[src/rtl/i2c_arb_pkg.sv]
// i2c_arb_pkg: FSM state encoding shared by the arbiter files.
// No ports. Also provides ptr_w(), the width of a requester index.
package i2c_arb_pkg;

    typedef enum logic [1:0] {
        ARB_IDLE  = 2'd0,
        ARB_ISSUE = 2'd1,
        ARB_WAIT  = 2'd2,
        ARB_RESP  = 2'd3
    } arb_state_t;

    function automatic int ptr_w(input int n);
        return (n > 1) ? $clog2(n) : 1;
    endfunction

endpackage

[src/rtl/i2c_master_arbiter_if.sv]
// i2c_master_arbiter_if: requester side and I2C-master side signals.
// master modport = arbiter view; slave modport = requesters + I2C master.
interface i2c_master_arbiter_if #(
    parameter int NREQ = 4
);
    logic [NREQ-1:0]   req;
    logic [NREQ-1:0]   req_wr;
    logic [7*NREQ-1:0] req_addr;
    logic [8*NREQ-1:0] req_din;
    logic [NREQ-1:0]   gnt;
    logic [NREQ-1:0]   rsp_valid;
    logic [7:0]        rsp_data;
    logic              rsp_err;
    logic              mst_newd;
    logic              mst_wr;
    logic [6:0]        mst_addr;
    logic [7:0]        mst_din;
    logic [7:0]        mst_dout;
    logic              mst_done;
    logic              mst_nack;

    modport master (
        input  req, req_wr, req_addr, req_din,
        input  mst_dout, mst_done, mst_nack,
        output gnt, rsp_valid, rsp_data, rsp_err,
        output mst_newd, mst_wr, mst_addr, mst_din
    );

    modport slave (
        output req, req_wr, req_addr, req_din,
        output mst_dout, mst_done, mst_nack,
        input  gnt, rsp_valid, rsp_data, rsp_err,
        input  mst_newd, mst_wr, mst_addr, mst_din
    );

endinterface

[src/rtl/i2c_rr_select.sv]
// i2c_rr_select: combinational round-robin pick of the first set
// request at or after i_ptr. Ports: i_req, i_ptr -> o_gnt, o_idx, o_any.
module i2c_rr_select
    import i2c_arb_pkg::*;
#(
    parameter int NREQ = 4,
    localparam int PW  = ptr_w(NREQ)
) (
    input  logic [NREQ-1:0] i_req,
    input  logic [PW-1:0]   i_ptr,
    output logic [NREQ-1:0] o_gnt,
    output logic [PW-1:0]   o_idx,
    output logic            o_any
);

    logic [PW:0] w_j;

    // Scan NREQ positions starting at i_ptr, wrapping at NREQ.
    always_comb begin
        o_gnt = '0;
        o_idx = '0;
        o_any = 1'b0;
        w_j   = '0;
        for (int i = 0; i < NREQ; i++) begin
            w_j = {1'b0, i_ptr} + (PW+1)'(i);
            if (w_j >= (PW+1)'(NREQ))
                w_j = w_j - (PW+1)'(NREQ);
            if (!o_any && i_req[w_j[PW-1:0]]) begin
                o_any = 1'b1;
                o_idx = w_j[PW-1:0];
                o_gnt[w_j[PW-1:0]] = 1'b1;
            end
        end
    end

endmodule

[src/rtl/i2c_master_arbiter.sv]
// i2c_master_arbiter: round-robin share of one I2C master among NREQ
// requesters. Ports: clk, rst_n (async, active low), bus (master modport:
// req/req_wr/req_addr/req_din in, gnt/rsp_* out, mst_* to/from the master).
// Optional macro I2C_ARB_TIMEOUT_EN: abort a transaction after TIMEOUT_CYC
// cycles in ARB_WAIT with rsp_err=1.
module i2c_master_arbiter
    import i2c_arb_pkg::*;
#(
    parameter int NREQ        = 4,
    parameter int TIMEOUT_CYC = 4096
) (
    input logic                  clk,
    input logic                  rst_n,
    i2c_master_arbiter_if.master bus
);

    localparam int PW = ptr_w(NREQ);

    arb_state_t      r_state;
    logic [PW-1:0]   r_ptr;
    logic [PW-1:0]   r_idx;
    logic [NREQ-1:0] r_sel;
    logic [NREQ-1:0] r_gnt;
    logic [NREQ-1:0] r_rsp_valid;
    logic [7:0]      r_rsp_data;
    logic            r_rsp_err;
    logic            r_newd;
    logic            r_wr;
    logic [6:0]      r_addr;
    logic [7:0]      r_din;

    logic [NREQ-1:0] w_sel;
    logic [PW-1:0]   w_idx;
    logic            w_any;
    logic            w_tmo;

    i2c_rr_select #(.NREQ(NREQ)) u_sel (
        .i_req (bus.req),
        .i_ptr (r_ptr),
        .o_gnt (w_sel),
        .o_idx (w_idx),
        .o_any (w_any)
    );

`ifdef I2C_ARB_TIMEOUT_EN
    localparam int CW = $clog2(TIMEOUT_CYC + 1);
    logic [CW-1:0] r_cnt;

    // r_cnt counts completed WAIT cycles; fire on the last one.
    assign w_tmo = (r_cnt == CW'(TIMEOUT_CYC - 1));

    always_ff @(posedge clk or negedge rst_n) begin
        if (!rst_n)
            r_cnt <= '0;
        else if (r_state == ARB_ISSUE)
            r_cnt <= '0;
        else if (r_state == ARB_WAIT)
            r_cnt <= r_cnt + 1'b1;
    end
`else
    assign w_tmo = 1'b0;
`endif

    always_ff @(posedge clk or negedge rst_n) begin
        if (!rst_n) begin
            r_state     <= ARB_IDLE;
            r_ptr       <= '0;
            r_idx       <= '0;
            r_sel       <= '0;
            r_gnt       <= '0;
            r_rsp_valid <= '0;
            r_rsp_data  <= '0;
            r_rsp_err   <= 1'b0;
            r_newd      <= 1'b0;
            r_wr        <= 1'b0;
            r_addr      <= '0;
            r_din       <= '0;
        end else begin
            r_gnt       <= '0;
            r_rsp_valid <= '0;
            r_newd      <= 1'b0;
            unique case (r_state)
                ARB_IDLE: begin
                    if (w_any) begin
                        r_gnt   <= w_sel;
                        r_sel   <= w_sel;
                        r_idx   <= w_idx;
                        r_wr    <= bus.req_wr[w_idx];
                        r_addr  <= bus.req_addr[7*int'(w_idx) +: 7];
                        r_din   <= bus.req_din[8*int'(w_idx) +: 8];
                        r_state <= ARB_ISSUE;
                    end
                end
                ARB_ISSUE: begin
                    r_newd  <= 1'b1;
                    r_state <= ARB_WAIT;
                end
                ARB_WAIT: begin
                    if (bus.mst_done) begin
                        r_rsp_valid <= r_sel;
                        r_rsp_data  <= r_wr ? 8'h00 : bus.mst_dout;
                        r_rsp_err   <= bus.mst_nack;
                        r_state     <= ARB_RESP;
                    end else if (w_tmo) begin
                        r_rsp_valid <= r_sel;
                        r_rsp_data  <= 8'h00;
                        r_rsp_err   <= 1'b1;
                        r_state     <= ARB_RESP;
                    end
                end
                ARB_RESP: begin
                    if (r_idx == PW'(NREQ - 1))
                        r_ptr <= '0;
                    else
                        r_ptr <= r_idx + 1'b1;
                    r_state <= ARB_IDLE;
                end
                default: r_state <= ARB_IDLE;
            endcase
        end
    end

    assign bus.gnt       = r_gnt;
    assign bus.rsp_valid = r_rsp_valid;
    assign bus.rsp_data  = r_rsp_data;
    assign bus.rsp_err   = r_rsp_err;
    assign bus.mst_newd  = r_newd;
    assign bus.mst_wr    = r_wr;
    assign bus.mst_addr  = r_addr;
    assign bus.mst_din   = r_din;

endmodule

[src/flat_wrapper.sv]
// flat-port wrapper written by rule: the top's interface ports become plain ports
module i2c_master_arbiter_flat import i2c_arb_pkg::*;
#(
    parameter int NREQ        = 4,
    parameter int TIMEOUT_CYC = 4096
)
  (clk, rst_n, bus_req, bus_req_wr, bus_req_addr, bus_req_din, bus_mst_dout, bus_mst_done, bus_mst_nack, bus_gnt, bus_rsp_valid, bus_rsp_data, bus_rsp_err, bus_mst_newd, bus_mst_wr, bus_mst_addr, bus_mst_din);
  i2c_master_arbiter_if #(.NREQ(NREQ)) bus_i ();
  input logic clk;
  input logic rst_n;
  input wire logic [$bits(bus_i.req)-1:0] bus_req;
  input wire logic [$bits(bus_i.req_wr)-1:0] bus_req_wr;
  input wire logic [$bits(bus_i.req_addr)-1:0] bus_req_addr;
  input wire logic [$bits(bus_i.req_din)-1:0] bus_req_din;
  input wire logic [$bits(bus_i.mst_dout)-1:0] bus_mst_dout;
  input wire logic [$bits(bus_i.mst_done)-1:0] bus_mst_done;
  input wire logic [$bits(bus_i.mst_nack)-1:0] bus_mst_nack;
  output wire logic [$bits(bus_i.gnt)-1:0] bus_gnt;
  output wire logic [$bits(bus_i.rsp_valid)-1:0] bus_rsp_valid;
  output wire logic [$bits(bus_i.rsp_data)-1:0] bus_rsp_data;
  output wire logic [$bits(bus_i.rsp_err)-1:0] bus_rsp_err;
  output wire logic [$bits(bus_i.mst_newd)-1:0] bus_mst_newd;
  output wire logic [$bits(bus_i.mst_wr)-1:0] bus_mst_wr;
  output wire logic [$bits(bus_i.mst_addr)-1:0] bus_mst_addr;
  output wire logic [$bits(bus_i.mst_din)-1:0] bus_mst_din;
  assign bus_i.req = bus_req;
  assign bus_i.req_wr = bus_req_wr;
  assign bus_i.req_addr = bus_req_addr;
  assign bus_i.req_din = bus_req_din;
  assign bus_i.mst_dout = bus_mst_dout;
  assign bus_i.mst_done = bus_mst_done;
  assign bus_i.mst_nack = bus_mst_nack;
  assign bus_gnt = bus_i.gnt;
  assign bus_rsp_valid = bus_i.rsp_valid;
  assign bus_rsp_data = bus_i.rsp_data;
  assign bus_rsp_err = bus_i.rsp_err;
  assign bus_mst_newd = bus_i.mst_newd;
  assign bus_mst_wr = bus_i.mst_wr;
  assign bus_mst_addr = bus_i.mst_addr;
  assign bus_mst_din = bus_i.mst_din;
  i2c_master_arbiter #(.NREQ(NREQ), .TIMEOUT_CYC(TIMEOUT_CYC)) u_core (.clk(clk), .rst_n(rst_n), .bus(bus_i));
endmodule
[config.mk]
export PLATFORM = sky130hd
export DESIGN_NAME = i2c_master_arbiter_flat
export DESIGN_NICKNAME = d
export VERILOG_FILES = /design/src/rtl/i2c_arb_pkg.sv /design/src/rtl/i2c_master_arbiter_if.sv /design/src/rtl/i2c_rr_select.sv /design/src/rtl/i2c_master_arbiter.sv /design/src/flat_wrapper.sv
export SDC_FILE = /design/constraint.sdc
export NUM_CORES = 1
export LEC_CHECK = 0
export CAP_MARGIN = 10
export CORE_AREA = 2 2 89 91
export CTS_CLUSTER_DIAMETER = 40
export DETAILED_ROUTE_END_ITERATION = 12
export DIE_AREA = 0 0 91 93
export PLACE_DENSITY = 0.68
export SETUP_SLACK_MARGIN = 0.02
export SYNTH_ARGS = -nofsm -noshare
export SYNTH_HDL_FRONTEND = slang
export SYNTH_HIERARCHICAL = 1
export SYNTH_SLANG_ARGS = --single-unit
[constraint.sdc]
create_clock -name clk -period 3.5 [get_ports clk]
set_input_delay 0.7 -clock clk [delete_from_list [all_inputs] [get_ports clk]]
set_output_delay 0.7 -clock clk [all_outputs]
set_load 0.005 [all_outputs]
==> metrics.txt, run 1 <==
Fmax=333.5 MHz; Final Critical Period=between 2 and 3 ns; RSZ-0062 raised after global routing=false; via count=around 2200; pre-CTS setup slack=between 0.15 and 0.2 ns; first-pass GRT wire length=around 11000 um; startpoint types=primary input; final hold viol count=0; max-slew violations=0; syn_area_per_cell=11.53 um2; fin nets=around 430; crit-path max FO=16; routability-driven placement congestion ratio=about 0.76; post-CTS setup buffer count=0; critical path class=in2reg; #FFs+latches synth=44; Pleak=between 1.5 and 2 nW; Synth area leaders=dfrtp_1 (43%), mux2i_1 (13%), ha_1 (5.8%); CP Data Required Time=3.65 ns; chip width=roughly 91 um; Final Core Density=a little over half; Die ar.=between 8000 and 9000 um2; io pins=114; register area share after synthesis=42.64%; Die H=about 93 um; total track usage=15.33%; pin count of the biggest net entering global routing=45; top-area cell type share of the netlist area=42.64%; hpwl dp=a little under 5000 um; CTS root buffer=clkbuf_8; Num CTS Buffers=5; Post-synth EDFFs=0; final setup violation count=0; layout overhead on the synthesized area=52.04%; Filler cells=between 700 and 800; Clock Latency Late Sink=about 0.29 ns; maximum VDD drop=about 0.0005 V; antenna diode count=0; Async SR Flop Fraction=100.0%; IO Port Bufs=about 110; clk_skew=between 0.005 and 0.006 ns; setup TNS=0 ns; Max-Cap Viols=0; most frequent cell after synthesis=dfrtp_1; drt first-iter violations=92; clock buffer depth=2; Critical Path Slowest Stage Cell=mux4_2; initial antenna violation count=0; smallest setup slack after layout=around 0.50 ns; syn_nets=316; worst-path cell chain=clkdlybuf4s50_1 > mux4_2 > nor3_1 > nand2b_1 > nand2_2 > or2_1 > buf_4 > o221ai_1; Starting Density=around a third; largest area contributor in the netlist=dfrtp_1; Synth Instances=between 200 and 250; drt first pass iters=4; post-synth cell types=33; Rel. slew slack=between 30 and 40%; Netlist Area Pre-Place=2582 um2; most common library cells after synthesis=dfrtp_1 (44), mux2i_1 (34), nand2_1 (27), o21ai_0 (13), ha_1 (12); status=completed; # rows=32; clock-pin slew on the worst setup and hold paths=approximately 0.080 ns; antenna-violating nets left=0; vias in the first global route=about 2200; CTS tree=done; Post-CTS Hold Fix Bufs=0; cell area power density=871.3 nW/um2; Via density=about 4.9; Core Area=between 7000 and 8000 um2; total of cells resized after clock tree synthesis=0; synth warn=6; CP endpoint kind=register; CP Data Arrival Time=roughly 3.2 ns; clk sinks=44; Top FF cell, synth=dfrtp_1; Critical Path Max Stage Delay=0.65 ns; CTS HTree Levels=2; WL final=approximately 6500 um; final period utilization=85.66%; grt ovf=0; ratio of cells with drive above 1 in the final layout=between 10% and 20%; Hold Path Class=reg2reg; Worst Max-Slew Pin Slew=between 0.9 and 1 ns; Post-route DRC=0; per-cell routed wire length=approximately 15 um
## kinds of logic after synthesis
| group | after synthesis | share of synthesized area, % |
|---|---|---|
| DFF | 44 | 42.64 |
| AOI/OAI and AO/OA | 44 | 14.87 |
| muxes | 47 | 20.88 |
| adders and majority gates | 12 | 5.814 |
| buffers and inverters | 19 | 4.070 |
| and+or+nand+nor | 58 | 11.72 |
## per-stage QoR
stage                     total power, W  cells  hold WS, ns  area [um2]
after global routing            0.003697    439       0.5014        3926
after detailed placement        0.003046    431       0.4616        3805
after global placement          0.002994    431       0.4544        3805
final                           0.003421    439       0.4834        3926
after CTS                       0.003468    439       0.4816        3926
after floorplan                 0.002331    224       0.4044        2582
## registers in the layout, summed over array words and instances (netlist names)
register	count
u_core/bus.mst_din	8
u_core/bus.rsp_data	8
u_core/bus.mst_addr	7
u_core/bus.gnt	4
u_core/bus.rsp_valid	4
u_core/r_sel	4
u_core/r_idx	2
u_core/r_ptr	2
u_core/r_state	2
u_core/bus.mst_newd	1
u_core/bus.mst_wr	1
u_core/bus.rsp_err	1
## critical path, delay by kind of cell
kind                   cells  cell delay, ns
and+or+nand+nor            4            0.91
buffers and inverters      2            0.74
muxes                      1            0.65
AOI/OAI and AO/OA          1            0.15
## placed cells by master (no fill, tap or decap), drive strengths merged
cell type / n
inv: 6
and2b: 1
mux2: 9
nand2: 28
o32a: 1
nor4b: 1
ha: 12
nor2b: 2
nor3: 1
clkbuf: 6
nor4: 1
a22oi: 8
dfrtp: 44
o221ai: 17
mux4: 4
nand3: 1
clkinv: 1
and3: 8
o21ai: 13
bufinv: 1
nor2: 4
clkdlybuf4s50: 112
o211ai: 1
nand2b: 10
or2: 1
a21o: 1
o31ai: 1
mux2i: 34
buf: 6
a21oi: 1
a32o: 1
## cell type report
cell class	count	area, um2	area share (%)
Sequential cell	44	1101	28.04
Clock buffer	6	82.58	2.103
Timing Repair Buffer	118	1176	29.96
Inverter	6	22.52	0.5736
Multi-Input combinational cell	161	1378	35.09
Clock inverter	2	38.79	0.9879
Tap cell	102	127.6	3.250
## metal layers
metal / track usage, % / up-vias / wire length, um
met1: 19.40 / 1002 / 2766
li1: - / 1049 / -
met5: 0 / - / 0
met3: 4.271 / 6 / 511
met2: 25.68 / 93 / 3142
met4: 4.545 / 0 / 83
## worst paths after layout
kind | from | end | slack, ns | cells after the start
max | bus_req[3] | u_core/bus.mst_din[4] | 0.50 | 8
min | u_core/r_sel[2] | u_core/r_sel[2] | 0.48 | 1
max reg2reg | u_core/r_ptr[1] | u_core/bus.mst_din[4] | 0.57 | 9
min reg2reg | u_core/r_sel[2] | u_core/r_sel[2] | 0.48 | 1
max in group asynchronous | rst_n | u_core/bus.mst_din[3] | 2.36 | 1
min in group asynchronous | rst_n | u_core/bus.gnt[1] | 0.55 | 1
## power by group
group,switching (W),internal [W]
Combinational,0.00102,0.00114
Clock,0.000171,0.000233
Sequential,0.000138,0.000729
Total,0.00132,0.00210
Note: power is estimated with default switching activity, not from simulation.
==> run 2, diff against run 1 <==
--- a/config.mk
+++ b/config.mk
@@ -5,12 +5,13 @@
 export SDC_FILE = /design/constraint.sdc
 export NUM_CORES = 1
 export LEC_CHECK = 0
+export ABC_AREA = 1
 export CAP_MARGIN = 10
-export CORE_AREA = 2 2 89 91
+export CORE_AREA = 2 2 79 112
 export CTS_CLUSTER_DIAMETER = 40
 export DETAILED_ROUTE_END_ITERATION = 12
-export DIE_AREA = 0 0 91 93
-export PLACE_DENSITY = 0.68
+export DIE_AREA = 0 0 81 114
+export DONT_BUFFER_PORTS = 1
 export SETUP_SLACK_MARGIN = 0.02
 export SYNTH_ARGS = -nofsm -noshare
 export SYNTH_HDL_FRONTEND = slang
==> run 2 against run 1 <==
Worst hold slack got worse by 0.38 ns. Final area fell by 22%. Synthesized cell count rose by 81%. Sequential power rose by 6.4%. Combinational power fell by 3%. Largest power group unchanged. Cell count rose by 16%. Largest cell class unchanged. Register-to-register slack improved by 0.05 ns.
==> metrics.txt, run 2 <==
Post-CTS Hold Fix Bufs=0 (unchanged); Rel. slew slack=69.65% (was 36.94%); max-slew violations=0 (unchanged); syn_area_per_cell=6.960 um2 (was 11.53 um2); Max-Cap Viols=0 (unchanged); most frequent cell after synthesis=nand2_1 (was dfrtp_1); clock-pin slew on the worst setup and hold paths=0.06 ns (was 0.08 ns); via count=2420 (was 2150); CP endpoint kind=register (unchanged); CTS HTree Levels=2 (unchanged); Critical Path Slowest Stage Cell=dfrtp_1 (was mux4_2); Clock Latency Late Sink=0.29 ns (about the same); post-CTS setup buffer count=0 (unchanged); Num CTS Buffers=5 (unchanged); chip width=81 um (was 91 um); clk_skew=0.004593 ns (was 0.005458 ns); io pins=114 (unchanged); layout overhead on the synthesized area=8.211% (was 52.04%); ratio of cells with drive above 1 in the final layout=8.168% (was 11.57%); drt first-iter violations=79 (was 92); Synth Instances=405 (was 224); critical path class=reg2reg (was in2reg); first-pass GRT wire length=10890 um (was 10520 um); pin count of the biggest net entering global routing=45 (unchanged); CTS root buffer=clkbuf_16 (was clkbuf_8); hpwl dp=5210 um (was 4873 um); Starting Density=33.93% (was 34.31%); RSZ-0062 raised after global routing=false (unchanged); register-to-register setup slack=0.62 ns (was 0.57 ns); Netlist Area Pre-Place=2819 um2 (was 2582 um2); crit-path max FO=29 (was 16); syn_nets=497 (was 316); antenna-violating nets left=0 (unchanged); #FFs+latches synth=44 (unchanged); CP Data Arrival Time=3.06 ns (was 3.15 ns); antenna diode count=0 (unchanged); final period utilization=82.32% (was 85.66%); vias in the first global route=2311 (was 2172); worst-path cell chain=inv_2 > ha_1 > inv_1 > nand3_1 > nand2_1 > nor2_1 > a21oi_1 > nand3_1 > buf_4 > nand2_1 > nand3_1 > nand2_1 > nand2_1 > nand2_1 (was clkdlybuf4s50_1 > mux4_2 > nor3_1 > nand2b_1 > nand2_2 > or2_1 > buf_4 > o221ai_1); Via density=4.754 (was 4.897); total track usage=15.27% (was 15.33%); Async SR Flop Fraction=100.0% (unchanged); pre-CTS setup slack=0.6530 ns (was 0.1922 ns); smallest setup slack after layout=0.6189 ns (was 0.5018 ns); status=completed (unchanged); Top FF cell, synth=dfrtp_1 (unchanged); Post-synth EDFFs=0 (unchanged); total of cells resized after clock tree synthesis=0 (unchanged); per-cell routed wire length=13.70 um (was 14.81 um); routability-driven placement congestion ratio=0.7893 (was 0.7577); CP Data Required Time=3.68 ns (was 3.65 ns); WL final=6974 um (was 6503 um); final setup violation count=0 (unchanged); maximum VDD drop=0.0007157 V (was 0.0004856 V); CTS tree=done (unchanged); cell area power density=1163 nW/um2 (was 871.3 nW/um2); Hold Path Class=in2async (was reg2reg); IO Port Bufs=0 (was 113); reg2reg start=u_core/r_ptr[0] (was u_core/r_ptr[1]); startpoint types=register (was primary input); fin nets=495 (was 428); top-area cell type share of the netlist area=39.06% (was 42.64%); Critical R2R Capture=u_core/bus.mst_wr (was u_core/bus.mst_din[4]); synth warn=6 (unchanged); most common library cells after synthesis=nand2_1 (177), inv_1 (53), dfrtp_1 (44), nand3_1 (38), nor2_1 (14) (was dfrtp_1 (44), mux2i_1 (34), nand2_1 (27), o21ai_0 (13), ha_1 (12)); Final Critical Period=2.881 ns (was 2.998 ns); Die H=114 um (was 93 um); clk sinks=44 (unchanged); final hold viol count=0 (unchanged); post-synth cell types=23 (was 33); Worst Max-Slew Pin Slew=0.4536 ns (was 0.9460 ns); largest area contributor in the netlist=dfrtp_1 (unchanged); most frequent CP cell=nand2_1; Die ar.=9234 um2 (was 8463 um2); # rows=40 (was 32); Post-route DRC=0 (unchanged); Synth area leaders=dfrtp_1 (39%), nand2_1 (24%), inv_1 (7.1%) (was dfrtp_1 (43%), mux2i_1 (13%), ha_1 (5.8%)); register area share after synthesis=39.06% (was 42.64%); total power=0.003547 W (was 0.003421 W); clock buffer depth=2 (unchanged); initial antenna violation count=0 (unchanged); Critical Path Max Stage Delay=0.56 ns (was 0.65 ns); drt first pass iters=4 (unchanged); Pleak=1.706 nW (was 1.718 nW); setup TNS=0 ns (unchanged); most common cell after layout, fill and taps aside=nand2_1 (was clkdlybuf4s50_1); R2R cell count=14 (was 9); Fmax=347.1 MHz (was 333.5 MHz); Worst Setup SP=u_core/r_ptr[0] (was bus_req[3]); most frequent cells in the layout=nand2_1 (177), inv_1 (53), dfrtp_1 (44), nand3_1 (38), nor2_1 (14) (was clkdlybuf4s50_1 (112), dfrtp_1 (44), mux2i_1 (34), nand2_1 (27), o21ai_0 (13)); Core Area=8308 um2 (was 7527 um2); grt ovf=0 (unchanged)
run 2: final cells by class:
type / instances / area [um2]
clock inverter: 3 / 47.55
multi-input combinational: 292 / 1406
timing repair buffer: 3 / 22.52
clock buffer: 5 / 125.1
sequential: 44 / 1101
tap: 105 / 131.4
inverter: 57 / 216.5
fill: 918 / 5258
run 2: worst max-delay path, delay by kind of cell (launching register included):
| kind | cells | cell delay (ns) |
|---|---|---|
| AO/OA/AOI/OAI | 1 | 0.12 |
| adder cells (fa/ha/maj) | 1 | 0.39 |
| buffers and inverters | 3 | 0.63 |
| flip-flops | 1 | 0.56 |
| AND/OR/NAND/NOR | 9 | 1.08 |
run 2: logic make-up after synthesis:
logic type,count (synthesis),synth area share (%)
adders and majority gates,12,5.326
AOI/OAI and AO/OA,26,5.060
buffers and inverters,69,11.05
and+or+nand+nor,251,38.30
muxes,3,1.198
DFF,44,39.06
run 2: worst max-delay path by stage:
| stage | depth (start not counted) | end | slack (ns) |
|---|---|---|---|
| after floorplan | 15 | u_core/bus.mst_din[3] | 1.28 |
| after detailed placement | 14 | u_core/bus.mst_wr | 0.65 |
| after global placement | 11 | u_core/r_idx[1] | 0.74 |
| after CTS | 14 | u_core/bus.mst_wr | 0.64 |
| after global routing | 14 | u_core/bus.mst_din[2] | 0.35 |
| final | 14 | u_core/bus.mst_wr | 0.62 |
run 2: metrics by stage:
step,hold WS (ns),cell area (um2),cells,utilization (%)
6_report,0.1001,3050,509,36.72
5_1_grt,0.08239,3050,509,36.72
4_1_cts,0.08684,3050,509,36.72
3_5_place_dp,0.4053,2878,501,34.64
3_3_place_gp,0.4056,2878,501,34.64
2_1_floorplan,0.4044,2819,405,-
run 2: layer usage:
layer,global-route usage [%],part of all wire [%]
met5,0,0
met4,7.458,2.5
met3,4.035,6.6
met2,26.12,51
met1,17.28,40
run 2: where the power goes:
group	switching, W	leakage, nW	internal [W]
clock	0.000200	0.0840	0.000339
combinational	0.00141	1.06	0.000674
sequential	0.000188	0.560	0.000733
